### config.mk
export PLATFORM = sky130hd
export DESIGN_NAME = hamming_decoder
export DESIGN_NICKNAME = d
export VERILOG_FILES = /design/src/rtl/hamming_decoder.sv
export SDC_FILE = /design/constraint.sdc
export NUM_CORES = 1
export LEC_CHECK = 0
export ABC_CLOCK_PERIOD_IN_PS = 4200
export BUFFER_PORTS_ARGS = -buffer_cell sky130_fd_sc_hd__buf_4
export CAP_MARGIN = 20
export CORE_MARGIN = 2
export CORE_UTILIZATION = 45
export CTS_BUF_LIST = sky130_fd_sc_hd__clkbuf_2
export CTS_CLUSTER_DIAMETER = 150
export DETAILED_ROUTE_END_ITERATION = 7
export GPL_TIMING_DRIVEN = 0
export PLACE_DENSITY = 0.66
export SYNTH_ARGS = -nofsm -noshare
export SYNTH_HDL_FRONTEND = slang
export SYNTH_SLANG_ARGS = --single-unit
### constraint.sdc
create_clock -name clk -period 4.2 [get_ports clk]
set_input_delay 0 -clock clk [delete_from_list [all_inputs] [get_ports clk]]
set_output_delay 0 -clock clk [all_outputs]
set_load 0.03 [all_outputs]
### src/rtl/hamming_decoder.sv
// hamming_decoder: Hamming(7,4) check/correct, 4 data bits shifted out serially.
// Optional HAMMING_ERR_CNT_EN adds a saturating corrected-word counter.
module hamming_decoder #(
  parameter int MSB_FIRST = 0
`ifdef HAMMING_ERR_CNT_EN
  ,
  parameter int ERR_CNT_W = 8
`endif
) (
  input  logic                 clk,
  input  logic                 reset,
  input  logic [6:0]           code_in,
  input  logic                 code_valid,
  output logic                 in_ready,
  output logic                 data_out,
  output logic                 out_valid,
  output logic                 done,
  output logic                 error_flag,
  output logic [2:0]           syndrome
`ifdef HAMMING_ERR_CNT_EN
  ,
  output logic [ERR_CNT_W-1:0] err_count
`endif
);

  typedef enum logic [1:0] {
    IDLE,
    CHECK,
    SHIFT
  } state_t;

  state_t     state;
  logic [6:0] code_q;
  logic [3:0] d_q;
  logic [1:0] cnt;
  logic [2:0] syn;
  logic [3:0] d_fix;

  function automatic logic pick(
    input logic [3:0] d,
    input logic [1:0] i
  );
    return (MSB_FIRST != 0) ? d[2'd3 - i] : d[i];
  endfunction

  // Only data positions (3,5,6,7) are emitted, so parity flips need no fix.
  always_comb begin
    syn[0]   = code_q[0] ^ code_q[2] ^ code_q[4] ^ code_q[6];
    syn[1]   = code_q[1] ^ code_q[2] ^ code_q[5] ^ code_q[6];
    syn[2]   = code_q[3] ^ code_q[4] ^ code_q[5] ^ code_q[6];
    d_fix[0] = code_q[2] ^ (syn == 3'd3);
    d_fix[1] = code_q[4] ^ (syn == 3'd5);
    d_fix[2] = code_q[5] ^ (syn == 3'd6);
    d_fix[3] = code_q[6] ^ (syn == 3'd7);
  end

  always_ff @(posedge clk) begin
    if (!reset) begin
      state      <= IDLE;
      in_ready   <= 1'b1;
      data_out   <= 1'b0;
      out_valid  <= 1'b0;
      done       <= 1'b0;
      error_flag <= 1'b0;
      syndrome   <= 3'd0;
      cnt        <= 2'd0;
      code_q     <= 7'd0;
      d_q        <= 4'd0;
`ifdef HAMMING_ERR_CNT_EN
      err_count  <= '0;
`endif
    end else begin
      unique case (state)
        IDLE: begin
          if (code_valid) begin
            code_q   <= code_in;
            in_ready <= 1'b0;
            state    <= CHECK;
          end
        end
        CHECK: begin
          d_q        <= d_fix;
          syndrome   <= syn;
          error_flag <= (syn != 3'd0);
          cnt        <= 2'd0;
          out_valid  <= 1'b1;
          data_out   <= pick(d_fix, 2'd0);
          state      <= SHIFT;
`ifdef HAMMING_ERR_CNT_EN
          if (syn != 3'd0 && err_count != '1)
            err_count <= err_count + ERR_CNT_W'(1);
`endif
        end
        SHIFT: begin
          if (cnt == 2'd3) begin
            out_valid <= 1'b0;
            data_out  <= 1'b0;
            done      <= 1'b0;
            in_ready  <= 1'b1;
            state     <= IDLE;
          end else begin
            cnt      <= cnt + 2'd1;
            data_out <= pick(d_q, cnt + 2'd1);
            done     <= (cnt == 2'd2);
          end
        end
        default: state <= IDLE;
      endcase
    end
  end

endmodule
==> reports/results.txt, run 1 <==
The CTS root buffer is clkbuf_2. Counting both buffers and inverters, the worst setup path holds a total of 3. The logs give 2.46% for the met3 demand-to-capacity share in global routing and 72.6% for the worst max-slew margin expressed relative to the limit.

For the share of power burned in combinational logic, the log shows 33.7%. The tools report the leakage power of the design as 0.599 nW. The type of the worst setup path is flip-flop to flip-flop.

At the pin with the least slew margin, the transition time is 0.411 ns. In this run the remaining antenna-violating nets after routing total 0. TritonCTS built the clock tree. The mapped netlist covers 0.00115 mm².

Final number of hold-violating endpoints: 0. Timing analysis after detailed placement gives a worst setup slack of 2.52 ns. For the met1 layer usage reported by global route, the log shows 23.8%. The number of antenna diodes in the final layout is 0.

The cell count along the critical path was 7; the fill cell instance count of the final layout was 224. The first detailed-routing pass took 4 iterations. In the global route stage, overall resource usage came out at 19.7%.

For the floorplan die area, the log shows 0.00298 mm². The slowest stage of the critical path belongs to the cell dlygate4sd3_1. Entering global routing, the biggest net connects 13 pins. The synthesized design devotes to its leading area cell type 39.9% of total area. The logs give 482 MHz for the upper clock frequency limit and 974 for the total via count in the routed design. The placed instances occupy a cell area of 0.00131 mm². The run gives 0.32 ns as the clock latency reported for the late side of the worst-skew pair. After synthesis, the netlist uses 28 different library cells.

Including well taps, the total number of placed cells is 174. The clock drives 23 sinks. For the global-route wire length before repair, the log shows 4100 µm. The weighted congestion reported at the end of routability-driven placement was 0.766; the number of global-route vias before repair was 935. The share of total power dissipated in sequential elements is 49.4%.

Among cell families on the critical path, the largest total delay comes from buffers and inverters. After routing, the total negative slack on setup checks comes to 0 ns. Max-cap violations in this run came to 0.

Sequential elements use 39.9% of the synthesized area. The library cells used most frequently in the layout, excluding fill and tap cells, are dfxtp_1, buf_4, a21oi_1, nand2_1, nand3_1. The most common cell after layout, fill and taps aside is dfxtp_1. The logs give 128 for the synthesized instance count and 1 for the H-tree depth. The shortest clock period the worst path allows after layout is 2.08 ns, and the worst-case clock buffer depth is 2. The fraction of final layout cells sized beyond drive strength 1 is 14.6%.

For the number of nets at the end of the flow, the log shows 173. For this run, the slowest stage of the critical path takes 0.57 ns. Leaving out filler cells and counting taps, the final layout contains 187. The number of hold buffers added after CTS was 9. STA classifies the critical path endpoint as a flip-flop. The share of total power dissipated in the clock network is 16.9%. Of all nets on the critical path, the largest fanout is 10. Setup violations remaining at the end of the flow were counted as 0. Number of slew-limit violations in the final report: 0. The area of the core came out at 0.00245 mm². Summed over all instances, the cell type with the most area after synthesis is dfxtp_1. The run gives 3 as the total CTS buffers. Setup repair after global routing left no endpoint under its margin.

The routed length per instance was 13.2 µm; the worst setup skew after layout was 0.00703 ns. For this block, the routed nets add up to 2460 µm of wire. The growth of design area from synthesis to finish works out to 23.2%. The flow ran to the end, and the final reports show no timing, DRC or antenna violations. The fraction of the cycle the final worst path needs is 49.4%, and the number of vias per cell is 5.21. The worst hold-check slack is 0.0752 ns. Traced cell by cell, the critical path runs through inv_1, ha_1, clkbuf_1, nand2_1, nand2_1, a21boi_0, dlygate4sd3_1. The worst reg-to-reg path cell count came out at 7. The CTS clock-pin slew for the worst setup and hold paths came out at 0.21 ns. Internal power comes to 0.345 mW. The initial core utilization is 47.0%.

In this run, post-CTS repair resized a total of 0 instances. Across the VDD grid, the largest voltage drop is 0.000219 V. Counting flops and latches in the post-synthesis netlist gives 23. For the number of warnings reported in the yosys synthesis log, the log shows 0. The per-instance average area after synthesis works out to 9.01 µm². Most used cell along the critical path: nand2_1. For this design the ratio of total power to cell area is 371 mW/mm².

The count of buffers added on input and output ports is 16. Detailed placement ended at an HPWL of 1720 µm. With fillers left out, the area of the finished cells amounts to 0.00142 mm².

The endpoint required time on the critical path came out at 4.44 ns. Global routing finished with a remaining overflow of 0. Across all setup checks in the final design, the least slack found is 2.12 ns.

For this design the total switching power over the nets is 0.182 mW. The height of the die works out to 54.6 µm. In this run the core area contains 18 standard-cell rows. For this run, global-route usage on met2 was measured as 33.9%. The tools report the kind of start point of the critical path as a flip-flop. Data on the critical path arrives at its endpoint at 2.32 ns. Net switching is 34.6% of the power. The tightest min-delay check is of the input pin to flip-flop type.

The detailed router finished its first iteration with 16 violations. In the post-synthesis netlist, the biggest area contributors are dfxtp_1, ha_1, a21oi_1, nand3_1, a21boi_0. The number of top-level design ports was 18; the width of the die was 54.6 µm. The number of antenna violations at the first check in global routing is 0. For the net count of the mapped netlist, the log shows 143. The most heavily used metal layer in global routing is met2. For this run, design rule violations remaining after detail routing come to 0.

The worst hold path was traced through 3 stages. The post-CTS setup repair buffer count is 0.
-- layer usage --
metal  up-vias  routed length [µm]
li1        500                   -
met1       458                1150
met2        12                1200
met3         4                  70
met4         0                  37
met5         -                   0
-- synth_stat cells --
cell and n:
xor2_1 5, dfxtp_1 23, xnor3_1 1, nor3b_1 1, xnor2_2 1, nand2b_1 2
nor2_1 3, clkbuf_1 7, xor2_2 1, inv_1 5, o22ai_1 1, a21boi_0 7
o41ai_1 1, ha_1 5, a21o_1 2, xnor2_1 4, or3_1 1, a31oi_1 1
nor2b_1 5, nand3_1 12, a21oi_1 12, and2_1 1, nor3_1 1, o211a_1 4
mux2i_1 2, nand2_1 12, mux4_2 1, o21ai_0 7
-- path summary, 6_finish.rpt --
check	start	end	slack (ns)
worst max-delay path	state[1]	code_q[0]	2.12
worst min-delay path	code_valid	code_q[2]	0.08
worst max register to register	state[1]	code_q[0]	2.12
worst min register to register	code_q[3]	code_q[3]	0.49
-- worst min-delay path: stages --
cell and delay, ns:
clkbuf_1 0.19, nand3_1 0.13, a21boi_0 0.07
-- layout make-up --
cell class / instances / area, µm² / share of cell area, %
Multi-Input combinational cell: 93 / 648 / 45.6
Timing Repair Buffer: 25 / 210 / 14.8
Clock buffer: 4 / 20.0 / 1.41
Buffer: 7 / 26.3 / 1.85
Tap cell: 30 / 37.5 / 2.64
Inverter: 5 / 18.8 / 1.32
Sequential cell: 23 / 460 / 32.4
-- power groups by stage --
stage	sequential [mW]	combinational [mW]	clock, mW
floorplan	0.282	0.105	0
global placement	0.264	0.166	0
detailed placement	0.265	0.169	0
CTS	0.261	0.177	0.0950
global route	0.264	0.198	0.103
finish	0.261	0.178	0.0892
-- state kept, by name, indices dropped and copies added (netlist names) --
register,flops
d_q,4
in_ready,1
error_flag,1
done,1
code_q,7
syndrome,3
state,2
cnt,2
out_valid,1
data_out,1
-- kinds of logic after synthesis --
group	synth area share (%)
compound gates	19.4
mux	3.69
xor+xnor	11.6
simple gates	16.1
fa+ha+maj	5.42
buf+inv	3.91
flops	39.9
-- per-stage QoR --
stage               power, mW  util, %
floorplan               0.387        -
global placement        0.430     53.4
detailed placement      0.434     53.4
CTS                     0.532     57.9
global route            0.565     57.9
finish                  0.527     57.9
Note: power is estimated with default switching activity, not from simulation.
==> inputs of run 2 (changes only) <==
Settings changed: ABC_CLOCK_PERIOD_IN_PS 4200 to 1800, PLACE_DENSITY 0.66 to 0.68.
Clock period 4.2 ns to 1.8 ns, I/O delays scaled along.
==> run 2 against run 1 <==
Net effect:
- non-clock buffer count decreased by 1
- wire length increased by 1.8%
- sequential power increased by 130%
- die area unchanged
- clock-buffer cell count decreased by 1
- critical path depth decreased by 1
- highest routed layer unchanged
- largest cell class unchanged
- clock skew increased by 0.010 ns
- clock power increased by 130%
- global-route usage increased by 0.48 points
- maximum frequency increased by 22%
- sequential share of layout area increased by 0.35 points
- core utilization decreased by 0.31 points
==> reports/results.txt, run 2 (same netlist as run 1, synthesis figures left out) <==
At the worst endpoint, the required time is 2.07 ns. Cells fill 57.6% of the core in the end. Once placement completed, the tool counted placed cells totaling 174. For the finished layout, the period the worst path requires is 1.70 ns.

Traced cell by cell, the critical path runs through inv_1, ha_1, clkbuf_1, clkbuf_1, nand3_1, o211a_1. The length of the first detailed-routing pass in iterations was 4; the worst IR drop on VDD was 0.000558 V. The non-filler instance count after layout came out at 186. The final number of hold-violating endpoints was 0; the number of buffer cells added on primary ports was 16. The most used cell along the critical path was clkbuf_1. The fraction of the cycle the final worst path needs came out at 94.6%. Counting every sink on the clock net gives 23. The most common cell after layout, fill and taps aside is dfxtp_1. The largest registers in the layout are code_q: 7 flops, d_q: 4 flops, syndrome: 3 flops. The number of slew-limit violations in the final report is 0. The tools report the met3 demand-to-capacity share in global routing as 2.73%. TritonCTS built the clock tree. In this run the core area contains 18 standard-cell rows.

The tools report the number of nets at the end of the flow as 172. The number of vias per cell was 5.25. In this run the worst hold path is classified as input pin to flip-flop.

The run gives 1 as the H-tree depth. The number of global-route vias before repair came out at 990. Cell type of the slowest stage on the worst timing path: clkbuf_1. The first global-routing pass estimated 4240 µm of wire. Power density relative to cell area: 869 mW/mm². The worst setup path is launched from a flip-flop. The tools report the total CTS buffers as 3. Setup repair after global routing left no endpoint under its margin.

Across every metal layer, demand over resource in global routing totals 20.2%. The kind of cell adding the most delay to the critical path was buffers and inverters. In this run the worst path has a maximum fanout of 10. Data arrives at the worst endpoint at 1.98 ns. Setup slack on the critical path of the routed design comes to 0.0967 ns. Summed over all cells, the static leakage comes to 0.591 nW. The register with the most flip-flops in the layout has 7 of them. For this run, the slowest stage of the critical path takes 0.39 ns. Clock-pin slew was measured on the worst setup and hold paths at 0.23 ns.

The CTS root buffer is clkbuf_2. Once detail routing completed, the nets flagged for antenna violations numbered 0. The later pin in the worst-skew pair is clocked with a latency of 0.34 ns. Floorplan die area: 0.00298 mm². Prior to clock tree synthesis, the placed netlist has a worst setup slack of 0.0987 ns. The tool flagged a number of max-cap violations equal to 0.

The register with the highest flop count was code_q. Actual transition at the worst max-transition pin: 0.430 ns. The logs give 0.00245 mm² for the area of the core and 976 for the total via count in the routed design.

For the number of top-level design ports, the log shows 18. Half-perimeter wire length of the detailed placement result: 1720 µm. The logs give 3 for the number of DRC violations after detailed-routing iteration 0 and 233 for the fill cell instance count of the final layout.

Headroom to the max-slew limit came out at 71.3%. At the end of routability-driven placement, the weighted congestion stood at 0.788. STA classifies the critical path endpoint as a flip-flop.

The logs give 587 MHz for the upper clock frequency limit and 0.0171 ns for the worst setup skew after layout. For this run, design rule violations remaining after detail routing come to 0. The flow ran to the end, and the final reports show no timing, DRC or antenna violations. The pin count of the biggest net entering global routing was 14; the routed length per instance was 13.5 µm.

In this run the register-to-register setup slack is 0.1 ns. Summed over all layers, the global routing overflow is 0. For this block, the routed nets add up to 2510 µm of wire. In the layout the commonest cells are dfxtp_1, buf_4, a21oi_1, nand2_1, nand3_1. The worst setup path is of the flip-flop to flip-flop kind. In the global route stage, met1 resource usage came out at 20.8%. The run gives 0 as the number of antenna violations at the first check in global routing. From left edge to right edge, the die measures 54.6 µm.

In the final layout, the share of cells above drive strength 1 is 16.0%. For the initial core utilization, the log shows 47.0%. The growth of design area from synthesis to finish is 22.6%. The height of the die was 54.6 µm; the routing usage on met2 was 39.3%. The sum of buffers and inverters on the critical path is 3.

Setup violations remaining at the end of the flow were counted as 0. The longest clock path from root to sink contains 2 buffers. The total inserted antenna cells is 0, and the final sum of negative setup slack is 0 ns. In this run the most used layer during global routing was met2.
-- run 2: worst paths after layout --
path / start / to / cells past startpoint
max: state[1] / d_q[3] / 6
min: code_valid / code_q[6] / 3
max reg2reg: state[1] / d_q[3] / 6
min reg2reg: code_q[3] / code_q[3] / 2
-- run 2: metrics by stage --
step / cell area [µm²] / power (mW) / hold WS, ns
floorplan: 1150 / 0.902 / 0.154
global placement: 1310 / 1.00 / 0.275
detailed placement: 1310 / 1.01 / 0.283
CTS: 1410 / 1.24 / 0.0448
global route: 1410 / 1.30 / 0.0864
finish: 1410 / 1.23 / 0.0507
-- run 2: metal layers --
| metal | up-vias | share of wire, % |
|---|---|---|
| met3 | 5 | 3.4 |
| met1 | 453 | 42 |
| met2 | 21 | 53 |
| met5 | - | 0 |
| li1 | 497 | - |
| met4 | 0 | 1.4 |
-- run 2: layout make-up --
type                    instances  area, µm²  area share (%)
plain buffers                   7       26.3            1.86
clock buffers                   3       15.0            1.06
clock inverters                 1       5.00           0.354
inverters                       5       18.8            1.33
multi-input cells              93        648            45.8
flip-flops and latches         23        463            32.7
well taps                      30       37.5            2.65
repair buffers                 24        200            14.2
-- run 2: report_power, final --
part           switching (mW)  internal [mW]  leakage (nW)  total, mW
clock network           0.158         0.0503        0.0164      0.209
logic                   0.235          0.177         0.385      0.412
registers              0.0409          0.567         0.190      0.608
total                   0.434          0.795         0.591       1.23
-- run 2: worst register-to-register path, cell delays in order (launching register included) --
cell	delay (ns)
dfxtp_1	0.36
inv_1	0.09
ha_1	0.16
clkbuf_1	0.35
clkbuf_1	0.39
nand3_1	0.15
o211a_1	0.14
-- run 2: what timing repair did --
item	CTS	global route
resized for setup	0	2
setup endpoints to repair	0	1
endpoints found under the hold margin	7	0
buffers inserted	0	0
hold buffers	8	0
==> inputs of run 3 (changes only) <==
Settings changed: REMOVE_ABC_BUFFERS set to 1.
==> run 3 against run 2 <==
Net effect:
- hold slack improved by 0.45 ns
- total power rose by 1.6%
- non-clock buffer count rose by 2
- sequential cell count did not move
- register-to-register slack better by 0.03 ns
- clock skew shrank 0.0068 ns
- maximum frequency is 1.7% higher
- wire length shrank 1.4%
- critical endpoint is now data_out
==> reports/results.txt, run 3 (same netlist as run 1, synthesis figures left out) <==
For the worst-skew pair, the clock arrives at the later sink with an insertion delay of 0.32 ns. The register with the most flip-flops in the layout has 7 of them. The floorplan has 18 rows. In this run switching power makes up 34.1% of total power. The worst-case IR drop observed on VDD is 0.000602 V. On the critical path the largest part of the delay comes from compound AO/OA/AOI/OAI gates. For the end-of-flow core utilization, the log shows 60.2%. The register with the highest flop count was code_q. The largest registers in the layout are code_q: 7 flops, d_q: 4 flops, syndrome: 3 flops. Relative to the synthesized area, the layout overhead comes to 28.2%. TritonCTS built the clock tree. Sum of buffers and inverters on the critical path: 0.

CTS placed an instance of clkbuf_2 at the clock tree root. STA classifies the critical path startpoint as a flip-flop. The cell count along the critical path was 4; the clock net sink count was 23. Adding up every negative setup slack in the final design gives 0 ns.

Along the worst path, the maximum fanout reaches 6. Clock skew on the completed layout was measured at 0.0103 ns. Number of slew-limit violations in the final report: 0. Timing would allow up to 597 MHz. The pre-antenna-repair detailed-routing pass consisted of 6 iterations. The width of the die is 54.6 µm. The weighted congestion reported at the end of routability-driven placement is 0.757, and the worst slack at placement is 0.0793 ns. The run gives 2.03 ns as the endpoint required time on the critical path.

The tools report the worst-case clock buffer depth as 2. Setup repair after global routing left no endpoint under its margin. The number of top-level design ports is 18, and the fraction of final layout cells sized beyond drive strength 1 is 17.7%. Entering global routing, the biggest net connects 24 pins.

The first global-routing pass estimated 4220 µm of wire. In this run the tightest slew margin relative to its limit is 60.0%. The tightest min-delay check is of the flip-flop to flip-flop type.

Across the run, the number of max-cap violations was 0. Port buffering added 17 buffers. The worst hold-check slack is 0.501 ns.

The total CTS buffers was 3. In the layout the commonest cells are dfxtp_1, buf_4, dlygate4sd3_1. For the leakage power of the design, the log shows 0.608 nW. The HPWL after detailed placement is 1620 µm. The critical path is of the flip-flop to flip-flop type.

The actual transition at the worst max-transition pin works out to 0.601 ns. Number of remaining DRC errors: 0. The routed length per instance was 13.1 µm. The initial core utilization is 47.0%.

The total net switching power is 0.426 mW. For this block, the routed nets add up to 2470 µm of wire. The power density relative to cell area is 844 mW/mm², and the global-route total usage across every layer is 20.0%. The worst setup path is captured at a flip-flop. The total via count in the routed design was 991; the largest stage delay on the critical path was 0.44 ns. The run finished with clean final reports. The post-detailed-route count of antenna-violating nets came out at 0. Most common cell after layout, fill and taps aside: dfxtp_1. The fraction of the cycle the final worst path needs was 93.1%.

Setup violations remaining at the end of the flow were counted as 0. In the final design database the tool counted 174 nets. After detailed routing, the number of vias per cell comes to 5.27. The run gives 0 as the total inserted antenna cells. The clock network is responsible for 16.8% of the overall power.

The H-tree depth was 1. The final number of hold-violating endpoints was 0. Among all stages on the critical path, the largest delay is contributed by or3_1.

The core region is 0.00245 mm². The critical path goes through xor2_2, or3_1, a21o_1, o41ai_1. The logs give 48.7% for the fraction of power consumed by sequential logic and 0 for the number of antenna violations at the first check in global routing. After global routing the overflow that remains totals 0.

The number of global-route vias before repair was 997. The worst hold path was traced through 2 stages. For the worst flop-to-flop path, the logic depth is 4.

The tools report the worst setup slack after layout as 0.125 ns. The critical path arrival came out at 1.91 ns. The run gives 0.12 ns as the register-to-register path setup slack. The CTS clock-pin slew for the worst setup and hold paths was 0.21 ns; the share of power burned in combinational logic was 34.6%. The run gives 0.823 mW as the internal power summed over all cells.

For this block, the initial DRC count from the detailed router was 24. The floorplan step defined a die boundary enclosing 0.00298 mm². Height of the die: 54.6 µm. The worst path needs 1.68 ns of the cycle, external delays included.
run 3: final cells by class:
cell class / instances / area (µm²)
Fill cell: 216 / 976
Timing Repair Buffer: 33 / 288
Sequential cell: 23 / 464
Clock buffer: 4 / 20.0
Tap cell: 30 / 37.5
Inverter: 5 / 18.8
Multi-Input combinational cell: 93 / 651
run 3: power groups by stage:
stage | Combinational [mW] | Sequential [mW] | Clock, mW
CTS | 0.425 | 0.607 | 0.219
detailed placement | 0.391 | 0.617 | 0
global route | 0.476 | 0.616 | 0.243
finish | 0.432 | 0.608 | 0.209
floorplan | 0.236 | 0.658 | 0
global placement | 0.378 | 0.615 | 0
run 3: worst paths after layout:
check	start	end
worst max register to register	code_q[6]	data_out
worst min register to register	code_q[0]	code_q[0]
worst max-delay path	code_q[6]	data_out
worst min-delay path	code_q[0]	code_q[0]
run 3: metrics by stage:
step	total power, mW	cells	instance area [µm²]
finish	1.25	188	1480
global route	1.33	188	1480
CTS	1.25	188	1470
detailed placement	1.01	168	1290
global placement	0.993	168	1290
floorplan	0.894	121	1130
run 3: what timing repair did:
action / in CTS / in global routing
buffers inserted: 0 / 0
hold buffers: 16 / 0
resized for setup: 0 / 4
endpoints found under the setup margin: 0 / 9
endpoints found under the hold margin: 18 / 0
run 3: tightest hold or removal path, stage by stage, from the launching register on:
cell and delay [ns]:
dfxtp_1 0.37, nand2_1 0.05, a21boi_0 0.07
run 3: routing by layer:
layer / vias to the layer above / track usage, % / routed length, µm
met5: - / 0 / 0
met1: 463 / 22.6 / 1100
met4: 0 / 10.8 / 57
li1: 502 / - / -
met2: 20 / 34.3 / 1240
met3: 6 / 4.92 / 78
